<file path="src/rtl/arb_pkg.sv">
// Shared types and helpers for the transaction round-robin arbiter.
package arb_pkg;

  typedef enum logic {
    IDLE = 1'b0,
    BUSY = 1'b1
  } arb_state_t;

  localparam int unsigned ROT_W = 32;

  // Rotate the low n bits of v left by one, bit n-1 wrapping to bit 0.
  function automatic logic [ROT_W-1:0] rotl1(input logic [ROT_W-1:0] v,
                                             input int unsigned      n);
    logic [ROT_W-1:0] mask;
    mask = (ROT_W'(1) << n) - ROT_W'(1);
    return ((v << 1) | (v >> (n - 1))) & mask;
  endfunction

endpackage

</file>
<file path="src/rtl/arb_var_prio_pick.sv">
// Combinational variable-priority picker: first requester at or after the
// one-hot priority position, searching upward with wrap-around.
module arb_var_prio_pick #(
  parameter int unsigned NREQS = 4
) (
  input  logic [NREQS-1:0] reqs,
  input  logic [NREQS-1:0] prio,
  output logic [NREQS-1:0] pick_c
);

  logic [2*NREQS-1:0] reqs2;
  logic [2*NREQS-1:0] pick2;
  logic               found;

  // Search a doubled request vector so the wrap needs no modulo arithmetic.
  always_comb begin
    reqs2 = {reqs, reqs};
    pick2 = '0;
    found = 1'b0;
    for (int p = 0; p < NREQS; p++) begin
      if (prio[p]) begin
        found = 1'b0;
        for (int k = 0; k < NREQS; k++) begin
          if (!found && reqs2[p+k]) begin
            pick2[p+k] = 1'b1;
            found      = 1'b1;
          end
        end
      end
    end
    pick_c = pick2[NREQS-1:0] | pick2[2*NREQS-1:NREQS];
  end

endmodule

</file>
<file path="src/rtl/arb_4in_txn_rr_ctrl.sv">
// Round-robin controller granting one shared resource per whole transaction.
module arb_4in_txn_rr_ctrl
  import arb_pkg::*;
#(
  parameter int unsigned NREQS    = 4,
  parameter int unsigned MAX_HOLD = 16
) (
  input  logic             clk,
  input  logic             reset,
  input  logic             set_priority_en,
  input  logic [NREQS-1:0] set_priority,
  input  logic [NREQS-1:0] reqs,
  input  logic             done,
  output logic [NREQS-1:0] grants,
  output logic             busy,
  output logic             timeout
);

  localparam int unsigned HW       = $clog2(MAX_HOLD);
  localparam logic [HW-1:0] HOLD_MAX = HW'(MAX_HOLD - 1);

  arb_state_t       state_q, state_d;
  logic [NREQS-1:0] prio_q, prio_d;
  logic [HW-1:0]    hold_q, hold_d;
  logic [NREQS-1:0] grants_d;
  logic             busy_d;
  logic             timeout_d;
  logic [NREQS-1:0] pick_c;
  logic             end_done_c, end_drop_c, end_to_c;

  arb_var_prio_pick #(.NREQS(NREQS)) u_pick (
    .reqs   (reqs),
    .prio   (prio_q),
    .pick_c (pick_c)
  );

  // Next-state, transaction-end detection and priority update.
  always_comb begin
    state_d    = state_q;
    prio_d     = prio_q;
    hold_d     = hold_q;
    grants_d   = grants;
    busy_d     = busy;
    timeout_d  = 1'b0;
    end_done_c = done;
    end_drop_c = ((reqs & grants) == '0);
    end_to_c   = (hold_q == HOLD_MAX);

    case (state_q)
      IDLE: begin
        if (reqs != '0) begin
          grants_d = pick_c;
          busy_d   = 1'b1;
          hold_d   = '0;
          state_d  = BUSY;
        end
      end
      BUSY: begin
        if (end_done_c || end_drop_c || end_to_c) begin
          grants_d  = '0;
          busy_d    = 1'b0;
          state_d   = IDLE;
          prio_d    = NREQS'(rotl1(ROT_W'(grants), NREQS));
          timeout_d = end_to_c && !end_done_c && !end_drop_c;
        end else if (hold_q != HOLD_MAX) begin
          hold_d = hold_q + HW'(1);
        end
      end
      default: state_d = IDLE;
    endcase

    // Software override beats rotation; malformed (non one-hot) loads are dropped.
    if (set_priority_en && $onehot(set_priority)) begin
      prio_d = set_priority;
    end
  end

  // State, priority, hold counter and output registers.
  always_ff @(posedge clk) begin
    if (reset) begin
      state_q <= IDLE;
      prio_q  <= NREQS'(1);
      hold_q  <= '0;
      grants  <= '0;
      busy    <= 1'b0;
      timeout <= 1'b0;
    end else begin
      state_q <= state_d;
      prio_q  <= prio_d;
      hold_q  <= hold_d;
      grants  <= grants_d;
      busy    <= busy_d;
      timeout <= timeout_d;
    end
  end

endmodule

</file>
<file path="config.mk">
export PLATFORM = sky130hd
export DESIGN_NAME = arb_4in_txn_rr_ctrl
export DESIGN_NICKNAME = d
export VERILOG_FILES = /design/src/rtl/arb_pkg.sv /design/src/rtl/arb_var_prio_pick.sv /design/src/rtl/arb_4in_txn_rr_ctrl.sv
export SDC_FILE = /design/constraint.sdc
export NUM_CORES = 1
export LEC_CHECK = 0
export ABC_AREA = 0
export BUFFER_PORTS_ARGS = -buffer_cell sky130_fd_sc_hd__buf_2
export CAP_MARGIN = 30
export CORE_MARGIN = 5
export CORE_UTILIZATION = 40
export CTS_CLUSTER_SIZE = 40
export DETAILED_ROUTE_END_ITERATION = 10
export PLACE_DENSITY = 0.66
export SKIP_LAST_GASP = 1
export SYNTH_ARGS = -nofsm -noshare
export SYNTH_HDL_FRONTEND = slang
export SYNTH_SLANG_ARGS = --single-unit
</file>
<file path="constraint.sdc">
create_clock -name clk -period 3.1 [get_ports clk]
set_clock_uncertainty 0.1 [all_clocks]
set_input_delay 0.31 -clock clk [delete_from_list [all_inputs] [get_ports clk]]
set_output_delay 0.31 -clock clk [all_outputs]
set_load 0.02 [all_outputs]
</file>
Yosys cells after proc, flatten, opt, wreduce, memory -nomap -nowiden --
Index checks and enable logic that the tools add are counted.
Operators by class: eq/ne operators 7, muxes and demuxes 59, bitwise logic cells 5, add/sub/neg operators 4, reductions and logical operators 39
Operators by type and width (number):
- 2-to-1 mux 4 bit | 12
- 2-to-1 mux 1 bit | 43
- one-hot mux 4 bit (2 select lines) | 2
- logical AND 1 bit | 15
- logical NOT 1 bit | 14
- adder 1 x 1 -> 2 bit | 2
- adder 4 x 1 -> 4 bit, second input constant | 1
- AND 4 bit | 1
- == test 4 bit, second input constant | 1
- logical NOT 4 bit | 1
- inequality test 2 x 1 -> 1 bit, second input constant | 2
- inequality test 2 bit, second input constant | 2
- inequality test 4 bit, second input constant | 1
- OR 4 x 1 -> 4 bit | 1
- OR 4 x 3 -> 4 bit | 1
- one-hot mux 1 bit (2 select lines) | 2
- AND reduction 2 bit | 2
- nonzero test 2 bit | 2
- nonzero test 4 bit | 1
- adder 2 x 2 -> 3 bit | 1
- == test 3 x 1 -> 1 bit, second input constant | 1
- AND reduction 3 bit | 1
- OR reduction 3 bit | 1
- logical OR 1 bit | 2
- inverter 1 bit | 2
Storage, ports and cells: register bits after elaboration 15, bits of input ports 12

Logic depth before layout (Yosys ltp) --
word-level depth 23, depth in mapped cells 9, mapped depth without buffers 8

By module --
A second synthesis with hierarchy kept.
Unflattened totals: cell total of the unflattened synthesis 107, area total of the unflattened synthesis 915.9 sq um
Modules (own cells, without submodules):
- arb_4in_txn_rr_ctrl | instances 1, cells an instance 89, area each 814.5 sq um
- arb_var_prio_pick | instances 1, cells an instance 18, area each 101.3 sq um

Worst setup path before layout --
No wires, ideal clock.
kind input-to-reg, start point input port set_priority[0], end point register prio_q[0], path buffers 1, setup time 91 ps, cell stages on the path 9, slack 645 ps, arrival 2264 ps, cell sequence inv_1 > fa_1 > inv_1 > ha_1 > ha_1 > or4bb_1 > buf_4 > nor4b_1 > a311oi_1
Between the ends: longest elaborated chain between the ends 6
RTL lines:
- start, declared | line arb_4in_txn_rr_ctrl.sv:11 | input logic [NREQS-1:0] set_priority,
- adder 1 x 1 -> 2 bit (implied by the code) | line arb_4in_txn_rr_ctrl.sv:73 | if (set_priority_en && $onehot(set_priority)) begin
- adder 2 x 2 -> 3 bit (implied by the code) | line arb_4in_txn_rr_ctrl.sv:73
- == test 3 x 1 -> 1 bit | line arb_4in_txn_rr_ctrl.sv:73
- logical AND 1 bit | line arb_4in_txn_rr_ctrl.sv:73
- nonzero test 2 bit (no line)
- AND reduction 2 bit (no line)
- end signal, assigned | line arb_4in_txn_rr_ctrl.sv:89 | prio_q <= prio_d;
- end, declared | line arb_4in_txn_rr_ctrl.sv:23 | logic [NREQS-1:0] prio_q, prio_d;
Several ways; a longest one is shown, not always the timed one. A chain may end at the register's enable or synchronous reset.

Final worst setup path --
Same ends and word-level chain as after synthesis.

==> metrics.md <==
| Metric | Value |
|---|---|
| Fill count | 199 |
| Slew @ Worst Pin | just under 0.4 ns |
| Synth area leaders | dfxtp_1, a21oi_1, nor2_1, a32o_1, mux2i_1 |
| DIE HEIGHT | 55.7 µm |
| DRT iter0 DRCs | 17 |
| Reg2reg start | hold_q[0] |
| Register Area | 300 µm² |
| Syn avg cell area | 8.90 µm² |
| Placed cell count | 135 |
| Largest net degree at the start of global routing | 16 |
| Critical Path Sink Type | register |
| Core area | roughly 0.002 mm² |
| Startpoint types | input pin |
| Req. time, crit path | between 3 and 4 ns |
| Overflow after GRT | 0 |
| Routed via count | 749 |
| Setup CP Type | in -> reg |
| Yosys warns | 0 |
| Worst path arrival time | about 2.5 ns |
| Post-Layout Cell Count | 139 |
| Max Clock Freq | 414 MHz |
| Placed cell areas | 923 µm² |
| Layout Nets | 129 |
| Area Growth Syn to Fin | 13.5% |
| Fin crit share | 0.778 |
| Max Cap Viol | 0 |
| Post-DRT Antenna Nets | 0 |
| # clock sinks | 15 |
| Hold Slack | 0.227 ns |
| Most common cell in the synthesized netlist | dfxtp_1 |
| Hold buffer count at cts | 0 |
| Final hold viol count | 0 |
| Fin area | about 950 µm² |
| FF-to-FF setup slack | 1.27 ns |
| Num rows | 16 |
| Vias per cell | ~5.4 |
| First-pass GRT wire length | approximately 3000 µm |
| Share of the core filled with cells | 0.479 |
| Worst-case reg-to-reg path depth | 5 |
| Gate Count Post-Synth | 94 |
| Final Wtd Congestion | 0.930 |
| Initial Util | 0.422 |
| Footprint of the multi-input gates | 474 µm² |
| Initial antenna violation count | 0 |
| Synth unique cells | 29 |
| DRT Pass-1 Iters | 4 |
| # diodes | 0 |
| TNS Setup | 0 ns |
| H-tree levels | 1 |
| CTS tree | yes |
| Post-CTS Setup Inserts | 0 |
| Min-delay src | set_priority[2] |
| Synth Cell Area | ~840 µm² |
| Leak | 0.388 nW |
| Clk buf depth | 2 |
| Max-slew violations | 0 |
| IO Pins | 18 |
| Total power | 0.424 mW |
| Cts bufs inserted | 3 |
| Clk pin slew, worst setup/hold paths | approximately 0.090 ns |
| Share of synthesized registers carrying an async set or reset | 0 |
| Vias in the first global route | 675 |
| Syn Nets | 110 |
| GRT Total Usage | 0.120 |
| Post-cts sizing count | 0 |
| Synth Register Bits | 15 |
| Die area | roughly 0.0031 mm² |
| Layout cells sized above 1 | 0.205 |
| Max VDD drop | between 200 and 250 µV |
| Run status | complete, no violations |
| PwrDens | 446 mW/mm² |
| Port Buf Inserts | 17 |
| # DRC | 0 |
| RSZ-0062 raised after global routing | false |
| Hold depth | 3 |
| Worst-skew pair later-pin latency | 0.28 ns |
| Final worst slack | ~0.7 ns |
| R2R Path End | prio_q[0] |
| Final setup fails | 0 |
| Area leader, netlist | dfxtp_1 |
| Max_slew headroom | 0.735 |
| Worst-path maximum fanout | 9 |
| Synth top area share | 0.359 |
| Post-layout min period | 2.41 ns |
| Hold Path End | prio_q[2] |
| Place WS | 0.368 ns |
| Post-synthesis sequential area ratio | 0.359 |
| Worst hold path class | in -> reg |
| Root buffer cell | clkbuf_4 |
| WL/cell | about 13 µm |
| Post-synth top cells | dfxtp_1, nor2_1, a21oi_1 |
| Top FF cell, synth | dfxtp_1 |
| Die X | 55.7 µm |
| Final WL | 1740 µm |
| Post-DP HPWL | 1350 µm |
| EDFF count, synth | 0 |
[cell type report]
class                      instances  share of cell area
clock buffer                       4              0.0277
inverter                           8              0.0316
multi-input combinational         68               0.499
sequential                        15               0.316
tap                               27              0.0356
timing repair buffer              17              0.0896
[flip-flops by register name, indices dropped and copies added (netlist names)]
| name | count |
|---|---|
| grants | 4 |
| hold_q | 4 |
| prio_q | 4 |
| busy | 1 |
| state_q | 1 |
| timeout | 1 |
[per-layer routing]
layer	GRT usage	wire, µm
met1	0.168	863
met2	0.177	786
met3	0.0186	91
met4	0.0625	0
met5	0	0
[placed cells by master, fill, tap and decap left out, types with 3 or more instances in the layout]
cell and instances:
nor2_1 11, o21ai_0 5, a21oi_1 9, nand2b_1 4, clkbuf_4 3, mux2i_1 4, dfxtp_1 15, a211oi_1 3
a32o_1 4, buf_2 17, nor3_1 5, inv_1 8, nor4_1 3, ha_1 3
[worst max path at each step]
stage	slack, ns	cells after the start	to	startpoint
after floorplan	0.64	9	prio_q[0]	set_priority[0]
after global placement	0.45	9	prio_q[0]	set_priority[0]
after detailed placement	0.37	9	prio_q[0]	set_priority[0]
after CTS	0.66	9	prio_q[0]	set_priority[0]
after global routing	0.53	9	prio_q[0]	set_priority[0]
final	0.69	9	prio_q[0]	set_priority[0]
[report_power, final]
group | total, mW | internal (mW) | switching (mW)
clock | 0.110 | 0.0498 | 0.0605
combinational | 0.0938 | 0.0408 | 0.0530
sequential | 0.219 | 0.206 | 0.0137
[logic make-up (layout without fill, tap and decap cells)]
family,count (synthesis),after routing,share of synthesized area
multiplexers,4,4,0.0478
adder cells (fa/ha/maj),4,4,0.0688
AO/OA/AOI/OAI,28,28,0.224
XOR/XNOR,1,1,0.0105
buffers and inverters,11,29,0.0747
AND/OR/NAND/NOR,31,31,0.215
flip-flops,15,15,0.359
[critical path, stage by stage]
cell and delay, ns:
buf_2 0.09, inv_1 0.05, fa_1 0.53, inv_1 0.04, ha_1 0.17, ha_1 0.25, or4bb_1 0.65, nor4b_1 0.21
a311oi_1 0.20
Power figures use the tool's default switching activity.
